[src/rtl/axi_rd_arbiter.sv]
// Round-robin NUM_M:1 arbiter sharing one AXI4 read port (AR/R) between masters, one burst at a time.
// Optional: define AXI_RD_ARB_LEN_CHECK_EN to build the sticky burst-length checker behind LEN_ERR.
module axi_rd_arbiter #(
  parameter int NUM_M      = 2,
  parameter int ADDR_WIDTH = 32,
  parameter int DATA_WIDTH = 32,
  parameter int GW         = $clog2(NUM_M)
) (
  input  logic                        ACLK,
  input  logic                        ARESET,
  input  logic [NUM_M*ADDR_WIDTH-1:0] S_ARADDR,
  input  logic [NUM_M*8-1:0]          S_ARLEN,
  input  logic [NUM_M*3-1:0]          S_ARSIZE,
  input  logic [NUM_M*2-1:0]          S_ARBURST,
  input  logic [NUM_M-1:0]            S_ARVALID,
  output logic [NUM_M-1:0]            S_ARREADY,
  output logic [DATA_WIDTH-1:0]       S_RDATA,
  output logic [1:0]                  S_RRESP,
  output logic                        S_RLAST,
  output logic [NUM_M-1:0]            S_RVALID,
  input  logic [NUM_M-1:0]            S_RREADY,
  output logic [ADDR_WIDTH-1:0]       M_ARADDR,
  output logic [7:0]                  M_ARLEN,
  output logic [2:0]                  M_ARSIZE,
  output logic [1:0]                  M_ARBURST,
  output logic                        M_ARVALID,
  input  logic                        M_ARREADY,
  input  logic [DATA_WIDTH-1:0]       M_RDATA,
  input  logic [1:0]                  M_RRESP,
  input  logic                        M_RLAST,
  input  logic                        M_RVALID,
  output logic                        M_RREADY,
  output logic [GW-1:0]               GRANT,
  output logic                        BUSY,
  output logic                        LEN_ERR
);

  localparam logic [1:0] ARB_IDLE = 2'd0;
  localparam logic [1:0] ARB_ADDR = 2'd1;
  localparam logic [1:0] ARB_DATA = 2'd2;

  localparam logic [GW:0]   NUM_M_W = (GW+1)'(NUM_M);
  localparam logic [GW-1:0] LAST_M  = GW'(NUM_M - 1);

  logic [1:0]    state_reg, state_next;
  logic [GW-1:0] rr_ptr_reg, rr_ptr_next;
  logic [GW-1:0] grant_reg, grant_next;
  logic [GW-1:0] pick;
  logic [GW:0]   cand;
  logic          in_addr, in_data, ar_hs, r_hs;

  logic [ADDR_WIDTH-1:0] araddr_arr  [NUM_M];
  logic [7:0]            arlen_arr   [NUM_M];
  logic [2:0]            arsize_arr  [NUM_M];
  logic [1:0]            arburst_arr [NUM_M];

  assign in_addr = (state_reg == ARB_ADDR);
  assign in_data = (state_reg == ARB_DATA);

  genvar gi;
  generate
    for (gi = 0; gi < NUM_M; gi++) begin : g_master
      assign araddr_arr[gi]  = S_ARADDR[gi*ADDR_WIDTH +: ADDR_WIDTH];
      assign arlen_arr[gi]   = S_ARLEN[gi*8 +: 8];
      assign arsize_arr[gi]  = S_ARSIZE[gi*3 +: 3];
      assign arburst_arr[gi] = S_ARBURST[gi*2 +: 2];
      assign S_ARREADY[gi]   = in_addr && (grant_reg == GW'(gi)) && M_ARREADY;
      assign S_RVALID[gi]    = in_data && (grant_reg == GW'(gi)) && M_RVALID;
    end
  endgenerate

  assign M_ARADDR  = araddr_arr[grant_reg];
  assign M_ARLEN   = arlen_arr[grant_reg];
  assign M_ARSIZE  = arsize_arr[grant_reg];
  assign M_ARBURST = arburst_arr[grant_reg];
  assign M_ARVALID = in_addr && S_ARVALID[grant_reg];
  assign M_RREADY  = in_data && S_RREADY[grant_reg];

  assign S_RDATA = M_RDATA;
  assign S_RRESP = M_RRESP;
  assign S_RLAST = M_RLAST;

  assign ar_hs = M_ARVALID && M_ARREADY;
  assign r_hs  = M_RVALID && M_RREADY;

  assign GRANT = grant_reg;
  assign BUSY  = (state_reg != ARB_IDLE);

  // Walk candidates from the far end back to rr_ptr so the nearest requester wins last.
  always_comb begin
    pick = rr_ptr_reg;
    cand = '0;
    for (int k = NUM_M - 1; k >= 0; k--) begin
      cand = {1'b0, rr_ptr_reg} + (GW+1)'(k);
      if (cand >= NUM_M_W) cand = cand - NUM_M_W;
      if (S_ARVALID[cand[GW-1:0]]) pick = cand[GW-1:0];
    end
  end

  always_comb begin
    state_next  = state_reg;
    rr_ptr_next = rr_ptr_reg;
    grant_next  = grant_reg;
    case (state_reg)
      ARB_IDLE: begin
        if (|S_ARVALID) begin
          grant_next = pick;
          state_next = ARB_ADDR;
        end
      end
      ARB_ADDR: begin
        if (ar_hs) state_next = ARB_DATA;
      end
      ARB_DATA: begin
        if (r_hs && M_RLAST) begin
          state_next  = ARB_IDLE;
          rr_ptr_next = (grant_reg == LAST_M) ? '0 : grant_reg + GW'(1);
        end
      end
      default: state_next = ARB_IDLE;
    endcase
  end

  always_ff @(posedge ACLK or posedge ARESET) begin
    if (ARESET) begin
      state_reg  <= ARB_IDLE;
      rr_ptr_reg <= '0;
      grant_reg  <= '0;
    end else begin
      state_reg  <= state_next;
      rr_ptr_reg <= rr_ptr_next;
      grant_reg  <= grant_next;
    end
  end

`ifdef AXI_RD_ARB_LEN_CHECK_EN
  logic [8:0] beats_exp_reg, beat_cnt_reg, beat_now;
  logic       len_err_reg;

  assign beat_now = beat_cnt_reg + 9'd1;

  // Release always follows RLAST; the checker only observes and never changes arbitration.
  always_ff @(posedge ACLK or posedge ARESET) begin
    if (ARESET) begin
      beats_exp_reg <= '0;
      beat_cnt_reg  <= '0;
      len_err_reg   <= 1'b0;
    end else begin
      if (in_addr && ar_hs) begin
        beats_exp_reg <= {1'b0, M_ARLEN} + 9'd1;
        beat_cnt_reg  <= '0;
      end
      if (in_data && r_hs) begin
        beat_cnt_reg <= M_RLAST ? 9'd0 : beat_now;
        if ((M_RLAST && (beat_now != beats_exp_reg)) ||
            (!M_RLAST && (beat_now >= beats_exp_reg)))
          len_err_reg <= 1'b1;
      end
    end
  end

  assign LEN_ERR = len_err_reg;
`else
  assign LEN_ERR = 1'b0;
`endif

endmodule

[config.mk]
export PLATFORM = sky130hd
export DESIGN_NAME = axi_rd_arbiter
export DESIGN_NICKNAME = d
export VERILOG_FILES = /design/src/rtl/axi_rd_arbiter.sv
export SDC_FILE = /design/constraint.sdc
export NUM_CORES = 1
export LEC_CHECK = 0
export CORE_AREA = 5 5 84 86
export CTS_BUF_LIST = sky130_fd_sc_hd__clkbuf_2
export CTS_CLUSTER_SIZE = 8
export DETAILED_ROUTE_END_ITERATION = 12
export DIE_AREA = 0 0 89 91
export PLACE_DENSITY = 0.76
export SYNTH_ARGS = -nofsm -noshare
export SYNTH_HDL_FRONTEND = slang
export SYNTH_SLANG_ARGS = --single-unit
[constraint.sdc]
create_clock -name ACLK -period 1.6 [get_ports ACLK]
set_input_delay 0.4 -clock ACLK [delete_from_list [all_inputs] [get_ports ACLK]]
set_output_delay 0.4 -clock ACLK [all_outputs]
set_load 0.01 [all_outputs]
Yosys cells after proc, flatten, opt, wreduce, memory -nomap -nowiden
Cells that the tools add are included.

operators by class
  add/subtract/negate cells = 4
  order comparisons = 6
  equality and inequality tests = 5
  multiplexer cells = 29
  bitwise operators = 2
  reductions and logical operators = 19

operators by type and width
  kind                 number
  $mux 32              3
  $mux 8               3
  $logic_and 1x1->1    13
  $mux 1               13
  $mux 2               6
  $mux 3               3
  $lt 1x2->1 const B   3
  $pmux 2 s3           1
  $ge 2x2->1 const B   2
  $ne 2x1->1 const B   2
  $reduce_and 2->1     2
  $reduce_and 3->1     1
  $add 1x1->2 const B  1
  $eq 2x1->1 const B   1
  $eq 2x2->1 const B   1
  $ge 1x2->1 const B   1
  $logic_not 2->1      1
  $ne 2x2->1 const B   1
  $not 1->2            1
  $reduce_bool 2->1    1
  $reduce_or 2->1      1
  $sub 1x1->1 const B  2
  $add 1x1->1 const B  1
  $not 1->1            1

storage, ports and cells
  register bits after elaboration = 4
  input bits = 133
  word-level logic and storage cells = 68

Depth between registers and ports, before layout
Gate-level depths: netlist (run 1).

  depth after elaboration = 7
  gate-level depth with buffers = 5
  gate-level depth less buffers = 3

Worst setup path after synthesis (run 1)
OpenSTA, ideal clock, no wires.

  path type = register -> output
  start point = reg grant_reg (netlist: GRANT)
  end point = out M_ARVALID
  data arrival time = 1.154 ns
  required time = 1.200 ns
  setup slack = 0.046 ns
  cell stages (with the launch flop) = 5
  buffers on the path = 2
  cell sequence = dfrtp_1 > buf_4 > buf_6 > mux2i_1 > nor3b_1

on the way
  longest elaborated chain between the ends = 3

RTL lines
  element                                    line  text
  from (decl)                                47    logic [GW-1:0] grant_reg, grant_next;
  from (signal assigned)                     132   grant_reg <= grant_next;
  $mux 1 (implied by the code) (2 in a row)  76    assign M_ARVALID = in_addr && S_ARVALID[grant_reg];
  $logic_and 1x1->1                          76
  to (decl)                                  26    output logic M_ARVALID,

Every way passes these cells. The select of a mux whose other input is x is not followed.

Worst setup path in the final report (run 1)
  start point = reg grant_reg (netlist: GRANT)
  end point = out M_ARADDR[4]

on the way
  longest elaborated chain between the ends = 4

RTL lines
  element                                     line  text
  $not 1->2 (implied by the code)             72    assign M_ARADDR = araddr_arr[grant_reg];
  $mux 32 (implied by the code) (3 in a row)  72
  to (decl)                                   22    output logic [ADDR_WIDTH-1:0] M_ARADDR,

Every way passes these cells. The select of a mux whose other input is x is not followed.

==> reports/results.ini, run 1 <==
[sta]
rsz0062_at_grt=yes
maxSlewViolCount=0
layout_worst_path_cycle_share_pct=112.7
min_period_ns=1.804
final-hold-violation-count=0
setup_viol_count_final=50
finClkSkew_ns=0.01679
tns_ns=-6.486
fmax_mhz=554.4
fin_ws_ns=-0.2037

[yosys]
synth_edf_count=0
yosysTopAreaCell=mux2_2
synthArstFlopShare_pct=100.0
synth_common_cells=mux2_2, buf_4, nor2_1
synth.top_cell.area_share_pct=47.48
syn_area_per_cell_um2=9.122
dominantRegCellSynth=dfrtp_1
yosysMostFrequentCell=mux2_2
postSynthCellCount=117
yosysUniqueCellTypes=20
yosys_register_bits=4
synth.area.top_cells=mux2_2, buf_4, dfrtp_1, buf_2, mux2i_1
yosysWarnings=0
synth_fp_nets=250
ys_seq_area_share_pct=9.379
synth_area_um2=1067

[critical_path]
worstSetupEndpointType=primary output
crit_required_ns=1.20
critPathMaxFanout=7
reg2reg_slack_ns=-0.07
reg2reg_depth=6
crit_buf_inv=3
worstSetupPathType=register to primary output
slowest_stage=dfrtp_2
cp-endpoint=M_ARADDR[4]
r2r-start=GRANT$_DFFE_PP0P_
critPathTopFamily=flip-flops
setup.worst_path.start=GRANT$_DFFE_PP0P_
start_kind=register
crit_cells=4
r2r_end=rr_ptr_reg$_DFFE_PP0P_
cpPeakStageDelay_ns=0.45
cp.arrival_ns=1.40
worst_path_most_repeated_cell=buf_6
path_cells=buf_6 > clkbuf_16 > mux2_4 > buf_6

[clock_network]
clkLatencyLatePin_ns=0.22
cts_tree=yes
cts_buffers=3
htree_levels=1
clkTransAtPathRegs_ns=0.06
cts_root_buffer=clkbuf_2
clock_sinks=4
cts.path.max_buffers=2

[power]
p_sw_share_pct=37.52
pwr-share-seq_pct=6.3
vdd_drop_max_mv=0.5844
p_clk_share_pct=3.6
switching_power_uw=1169
internal-power_uw=1946
p_per_area_nw_per_um2=1196
comb_power_share_pct=90.1
cellLeakagePower_uw=0.001181

[floorplan]
num_rows=29
pin_count=222
dieArea_um2=8099
die_h_um=91
core_um2=6205
start_util_pct=17.20
die_w_um=89

[cells_and_area]
drive_above_1_share_pct=52.59
final_area_um2=2605
regArea_um2=101.3
nNetsFinal=385
syn_to_final_growth_pct=144.1
largest_reg_flops=2
n_antenna_cell=0
multiInputGateArea_um2=757.0
nFillCells=621

[global_route]
grt.total_usage_pct=10.93
antenna_found_initial=0
grt_max_degree=15
grt_first_pass_wirelength_um=6920
grt_pass1_vias=1396
grt_overflow=0

[placed_design]
place_hpwl_um=4022
portBuffers=152
gp_congestion=0.7555
placed_area_um2=2492

[detailed_routing]
drtIter0Drc=2
drc=0
wl_per_cell_um=15.60
via_per_inst=4.055
route.final.wire_length_um=5116
antenna_left=0
dr.pass1.iters=3
route.vias.total=1330

[run]
timing.max_cap.violations=0

[worst_hold_path]
hold_path_class=input port to asynchronous set/reset pin

[status]
status=complete, but fails checks
violations=setup timing

-- stage by stage --
step | std cells | total power (µW) | hold slack (ns) | setup WS (ns) | util (%)
after floorplan | 117 | 1435 | 0.1661 | 0.04571 | -
after global placement | 316 | 2692 | 0.5133 | -0.5037 | 40.17
after detailed placement | 316 | 2703 | 0.5147 | -0.5352 | 40.17
after CTS | 327 | 2926 | 0.3487 | -0.3605 | 41.14
after global routing | 328 | 3318 | 0.3755 | -0.2672 | 41.98
final | 328 | 3116 | 0.3645 | -0.2037 | 41.98
-- cell type report --
class / count / area share, %
multi-input cells: 67 / 29.06
flip-flops and latches: 4 / 3.890
clock buffers: 4 / 0.7685
inverters: 4 / 0.6724
well taps: 77 / 3.698
repair buffers: 172 / 61.91
-- worst reg2reg max path, delay by kind of cell (launching register included) --
| family | cells | cell delay, ns |
|---|---|---|
| mux | 2 | 0.50 |
| simple gates | 1 | 0.15 |
| buf+inv | 3 | 0.43 |
| flops | 1 | 0.45 |
-- power by group through the flow --
stage	clock network (µW)	logic, µW	registers, µW
after floorplan	0	1240	191
after global routing	127	2990	202
after CTS	121	2610	192
after global placement	0	2500	196
final	112	2810	197
after detailed placement	0	2500	198
-- kinds of logic after synthesis --
kind of cell | share of synthesized area (%)
buf+inv | 30.36
mux | 50.76
flops | 9.379
compound gates | 2.462
simple gates | 6.683
other cells | 0.3514
-- what timing repair did --
item | in CTS | in global routing
gates cloned | 2 | 1
setup endpoints to repair | 55 | 55
hold buffers | 0 | 0
gates resized for setup | 151 | 104
pin swaps | 4 | 1
buffers inserted | 5 | 2
-- how the worst min path moves through the flow --
stage	to	slack, ns	cells past startpoint
2_1_floorplan	GRANT$_DFFE_PP0P_	0.17	1
3_3_place_gp	rr_ptr_reg$_DFFE_PP0P_	0.51	1
3_5_place_dp	rr_ptr_reg$_DFFE_PP0P_	0.51	1
4_1_cts	state_reg[1]$_DFFE_PP0P_	0.35	2
5_1_grt	state_reg[1]$_DFFE_PP0P_	0.38	2
6_report	state_reg[1]$_DFFE_PP0P_	0.36	2
-- cell usage in the layout, fill, tap and decap left out --
master and instances:
a21oi_1 1, a31oi_1 1, dfrtp_2 1, clkdlybuf4s15_1 2, mux2_2 25, nor3b_2 1
o22ai_1 1, nand3b_1 1, inv_1 2, o32ai_1 1, mux2_4 21, clkbuf_2 24
nor2_1 3, dfrtp_1 3, mux2i_4 1, buf_6 25, nand2_1 3, mux2i_1 1
inv_2 1, nor2_2 2, buf_2 10, nor3_4 1, inv_4 1, clkbuf_16 1
nor3_2 2, nand2b_1 1, buf_12 3, conb_1 1, clkdlybuf4s50_1 96, buf_4 13
dlygate4sd2_1 2
-- metal layers --
| metal | track usage, % | wire length [µm] | up-vias |
|---|---|---|---|
| met1 | 9.755 | 1529 | 598 |
| met2 | 22.46 | 2902 | 90 |
| met4 | 3.350 | 67 | 0 |
| li1 | - | - | 634 |
| met3 | 3.077 | 617 | 8 |
| met5 | 0 | 0 | - |
Power figures use the tool's default switching activity.
==> run 2: changes to the inputs <==
==> config.mk (replaced) <==
export PLATFORM = sky130hd
export DESIGN_NAME = axi_rd_arbiter
export DESIGN_NICKNAME = d
export VERILOG_FILES = /design/src/rtl/axi_rd_arbiter.sv
export SDC_FILE = /design/constraint.sdc
export NUM_CORES = 1
export LEC_CHECK = 0
export CELL_PAD_IN_SITES_DETAIL_PLACEMENT = 1
export CELL_PAD_IN_SITES_GLOBAL_PLACEMENT = 2
export CORE_MARGIN = 5
export CORE_UTILIZATION = 10
export CTS_BUF_LIST = sky130_fd_sc_hd__clkbuf_2
export CTS_CLUSTER_SIZE = 8
export DETAILED_ROUTE_END_ITERATION = 12
export PLACE_DENSITY_LB_ADDON = 0.1
export SYNTH_ARGS = -nofsm -noshare
export SYNTH_HDL_FRONTEND = slang
export SYNTH_SLANG_ARGS = --single-unit
==> run 2 against run 1 <==
The run still ends with setup timing left. Clock power about the same. Via count up 7.8%. Cell area up 15%. Critical path depth grew 1. Largest cell class unchanged.
==> reports/results.ini, run 2 (same netlist as run 1, synthesis figures left out) <==
[status]
status=complete, but fails checks
violations=setup timing

[floorplan]
num_rows=37
pin_count=222
dieArea_um2=12840
start_util_pct=10.29
die_w_um=113.3
core_um2=10370
die_h_um=113.3

[sta]
layout_worst_path_cycle_share_pct=116.6
whs_ns=0.3593
rsz0062_at_grt=yes
min_period_ns=1.866
finClkSkew_ns=0.01122
setup_viol_count_final=52
fin_ws_ns=-0.2664
maxSlewViolCount=0
final-hold-violation-count=0
tns_ns=-9.297
fmax_mhz=535.8

[clock_network]
htree_levels=1
cts_buffers=3
cts_hold_buffers=0
clkLatencyLatePin_ns=0.22
clkTransAtPathRegs_ns=0.06
cts_root_buffer=clkbuf_2
cts_tree=yes
cts.path.max_buffers=2
clock_sinks=4

[critical_path]
start_kind=register
slowest_stage=dfrtp_2
crit_buf_inv=4
cpPeakStageDelay_ns=0.43
path_cells=buf_8 > buf_12 > buf_4 > mux2_4 > buf_6
crit_required_ns=1.20
worstSetupEndpointType=primary output
reg2reg_depth=6
critPathMaxFanout=5
cp.arrival_ns=1.47
critPathTopFamily=buffers and inverters
crit_cells=5
worstSetupPathType=register to primary output

[detailed_routing]
via_per_inst=3.558
route.final.wire_length_um=7033
antenna_left=0
dr.pass1.iters=4
drtIter0Drc=22
wl_per_cell_um=17.45
drc=0
route.vias.total=1434

[cells_and_area]
mostFrequentLayoutCells=clkdlybuf4s50_1, buf_6, mux2_2
final_common_cell=clkdlybuf4s50_1
n_antenna_cell=0
drive_above_1_share_pct=56.18
syn_to_final_growth_pct=179.6
largest_reg_flops=2
nNetsFinal=401

[global_route]
grt_max_degree=11
busiest_layer=met2
grt.total_usage_pct=10.13
antenna_found_initial=0
met2_usage_pct=19.12
grt_pass1_vias=1546
grt_overflow=0
use_met1_pct=11.15
grt_first_pass_wirelength_um=9901
grtUsageMet3_pct=3.797

[power]
pwr-share-seq_pct=5.0
comb_power_share_pct=92.0
p_per_area_nw_per_um2=1287
vdd_drop_max_mv=0.5758
p_clk_share_pct=3.0
p_sw_share_pct=35.33
cellLeakagePower_uw=0.001291
switching_power_uw=1357
internal-power_uw=2483

[placed_design]
gp_congestion=0.7435
place_hpwl_um=5859
portBuffers=152

[worst_hold_path]
hold_path_class=input port to asynchronous set/reset pin

[run]
timing.max_cap.violations=0

[run 2: final cells by class]
class	count	area, µm²
clock buffer	4	20.02
tap	136	170.2
timing repair buffer	188	1933
fill	1193	7386
sequential	4	101.3
inverter	4	20.02
multi-input combinational	67	739.5
[run 2: worst paths after layout]
check,endpoint,slack [ns],startpoint
max,M_ARLEN[3],-0.27,GRANT$_DFFE_PP0P_
min,rr_ptr_reg$_DFFE_PP0P_,0.36,ARESET
max reg2reg,rr_ptr_reg$_DFFE_PP0P_,-0.05,GRANT$_DFFE_PP0P_
min reg2reg,rr_ptr_reg$_DFFE_PP0P_,0.54,rr_ptr_reg$_DFFE_PP0P_
max in group asynchronous,GRANT$_DFFE_PP0P_,1.07,ARESET
min in group ACLK,rr_ptr_reg$_DFFE_PP0P_,0.54,rr_ptr_reg$_DFFE_PP0P_
[run 2: routing by layer]
metal  share of wire [%]  wire [µm]  up-vias
met5                   0          0        -
met4                0.18         13        0
met3                  10        726        6
met2                  52       3673       90
met1                  37       2619      670
li1                    -          -      668
[run 2: power groups by stage]
stage,clock network [µW],registers [µW],logic [µW]
2_1_floorplan,0,191,1240
3_3_place_gp,0,234,2650
3_5_place_dp,0,230,2640
4_1_cts,123,194,3540
5_1_grt,133,199,3760
6_report,115,194,3530
[run 2: per-stage QoR]
stage / power [µW] / area (µm²) / cells / util [%] / worst slack [ns]
finish: 3839 / 2984 / 403 / 28.78 / -0.2664
global placement: 2886 / 2604 / 380 / 25.11 / -0.5870
global route: 4096 / 2984 / 403 / 28.78 / -0.3401
floorplan: 1435 / 1067 / 117 / - / 0.04571
CTS: 3858 / 2935 / 400 / 28.31 / -0.3063
detailed placement: 2866 / 2604 / 380 / 25.11 / -0.5794
[run 2: worst register-to-register path: cells and delay by family (launching register included)]
kind / cells / cell delay, ns
multiplexers: 2 / 0.50
flip-flops: 1 / 0.43
buffers and inverters: 3 / 0.40
AND/OR/NAND/NOR: 1 / 0.19
[run 2: repair_timing]
item | CTS | global route
endpoints found under the setup margin | 56 | 55
gates resized for setup | 283 | 28
setup buffers | 13 | 6
pin swaps | 3 | 3
gates cloned | 3 | 0
==> run 3: changes to the inputs <==
--- a/config.mk
+++ b/config.mk
@@ -13,6 +13,7 @@
 export CTS_CLUSTER_SIZE = 8
 export DETAILED_ROUTE_END_ITERATION = 12
 export PLACE_DENSITY_LB_ADDON = 0.1
+export SKIP_LAST_GASP = 1
 export SYNTH_ARGS = -nofsm -noshare
 export SYNTH_HDL_FRONTEND = slang
 export SYNTH_SLANG_ARGS = --single-unit
==> run 3 against run 2 <==
The run still ends with setup timing left. Worst hold slack improved by 0.00076 ns. Maximum frequency is 0.14% lower. First-iteration DRC count shrank 9.1%. Largest cell class unchanged. Count of clock-buffer cells in the layout unchanged. Critical endpoint unchanged. Global-route usage is the same. Sequential cell count unchanged. Die area stayed put. Critical path type unchanged. Clock skew is essentially flat.
==> reports/results.ini, run 3 (same netlist as run 1, synthesis figures left out) <==
[detailed_routing]
drc=0
antenna_left=0
dr.pass1.iters=4
route.vias.total=1459
route.final.wire_length_um=7156
via_per_inst=3.602
drtIter0Drc=20
wl_per_cell_um=17.67

[power]
internal-power_uw=2548
pwr-share-seq_pct=4.9
p_total_uw=3931
vdd_drop_max_mv=0.5236
cellLeakagePower_uw=0.001299
switching_power_uw=1383
p_per_area_nw_per_um2=1308
comb_power_share_pct=92.2
p_clk_share_pct=2.9
p_sw_share_pct=35.18

[run]
timing.max_cap.violations=0

[sta]
finClkSkew_ns=0.01137
setup_viol_count_final=52
rsz0062_at_grt=yes
min_period_ns=1.869
layout_worst_path_cycle_share_pct=116.8
maxSlewViolCount=0
fin_ws_ns=-0.2689
fmax_mhz=535.1
final-hold-violation-count=0

[critical_path]
cp-endpoint=M_ARLEN[3]
reg2reg_slack_ns=-0.07
worstSetupPathType=register to primary output
r2r_end=rr_ptr_reg$_DFFE_PP0P_
worstSetupEndpointType=primary output
r2r-start=GRANT$_DFFE_PP0P_
crit_required_ns=1.20
cp.arrival_ns=1.47
start_kind=register
setup.worst_path.start=GRANT$_DFFE_PP0P_
reg2reg_depth=6
critPathMaxFanout=5

[floorplan]
num_rows=37
dieArea_um2=12840
start_util_pct=10.29
core_um2=10370
pin_count=222
die_h_um=113.3
die_w_um=113.3

[status]
violations=setup timing
status=complete, but fails checks

[cells_and_area]
nNetsFinal=403
n_antenna_cell=0
syn_to_final_growth_pct=181.5
largest_reg_flops=2
final_common_cell=clkdlybuf4s50_1
drive_above_1_share_pct=56.13
mostFrequentLayoutCells=clkdlybuf4s50_1, buf_6, mux2_2
instances_no_fill=405

[global_route]
grt_first_pass_wirelength_um=9908
grt_pass1_vias=1540
grt_overflow=0
grt_max_degree=11
antenna_found_initial=0
grt.total_usage_pct=10.13

[clock_network]
cts_tree=yes
clkTransAtPathRegs_ns=0.06
clkLatencyLatePin_ns=0.22
clock_sinks=4
cts.path.max_buffers=2
htree_levels=1
cts_buffers=3
cts_hold_buffers=0
cts_root_buffer=clkbuf_2

[worst_hold_path]
hold_path_class=input port to asynchronous set/reset pin

[placed_design]
place_hpwl_um=5859
gp_congestion=0.7435
portBuffers=152
numPlacedInstances=380

==> run 3: cell count changes in the layout (fill, tap and decap cells not counted), sizes merged <==
| cell | before | now |
|---|---|---|
| clkdlybuf4s50 | 97 | 98 |
| dlymetal6s2s | 1 | 0 |
| clkbuf | 6 | 11 |
| buf | 87 | 84 |
==> run 3: per-stage QoR <==
step,worst slack [ns],setup TNS [ns],cell area [µm²],utilization [%],hold WS [ns]
6_report,-0.2689,-9.943,3004,28.97,0.3601
3_3_place_gp,-0.5870,-19.98,2604,25.11,0.5371
5_1_grt,-0.3539,-14.06,3004,28.97,0.3465
3_5_place_dp,-0.5794,-19.99,2604,25.11,0.5271
2_1_floorplan,0.04571,0,1067,-,0.1661
4_1_cts,-0.3454,-12.43,2879,27.76,0.3498
==> run 3: metal layers <==
| metal | share of wire, % | track usage, % |
|---|---|---|
| met5 | 0 | 0 |
| met4 | 0.18 | 0.8814 |
| met2 | 52 | 19.08 |
| met3 | 10 | 3.797 |
| met1 | 37 | 11.18 |
==> run 3: worst min path at each step <==
stage                      startpoint  slack (ns)                endpoint  cells after the start
3_5_place_dp   rr_ptr_reg$_DFFE_PP0P_        0.53  rr_ptr_reg$_DFFE_PP0P_                      1
3_3_place_gp   rr_ptr_reg$_DFFE_PP0P_        0.54  rr_ptr_reg$_DFFE_PP0P_                      1
2_1_floorplan                  ARESET        0.17       GRANT$_DFFE_PP0P_                      1
4_1_cts                        ARESET        0.35  rr_ptr_reg$_DFFE_PP0P_                      2
5_1_grt                        ARESET        0.35  rr_ptr_reg$_DFFE_PP0P_                      2
6_report                       ARESET        0.36  rr_ptr_reg$_DFFE_PP0P_                      2
==> run 3: layout make-up <==
| class | count | area, µm² |
|---|---|---|
| repair buffers | 190 | 1953 |
| flip-flops and latches | 4 | 101.3 |
| clock buffers | 4 | 20.02 |
| well taps | 136 | 170.2 |
| inverters | 4 | 20.02 |
| fillers | 1194 | 7366 |
| multi-input cells | 67 | 739.5 |
==> run 3: power by group through the flow <==
stage               Clock [µW]  Combinational, µW  Sequential, µW
finish                     114               3620             193
global route               133               3870             199
CTS                        123               3420             194
detailed placement           0               2640             230
global placement             0               2650             234
floorplan                    0               1240             191
==> run 3: timing repair <==
| item | in CTS | in global routing |
|---|---|---|
| setup endpoints to repair | 56 | 55 |
| cloned | 3 | 1 |
| resized for setup | 244 | 59 |
| setup buffers | 13 | 7 |
| pin swaps | 3 | 3 |
==> run 3: worst max-delay path, cell delays in order (launching register included) <==
cell     delay [ns]
dfrtp_2        0.43
buf_8          0.15
buf_12         0.13
buf_4          0.13
mux2_4         0.29
buf_6          0.13
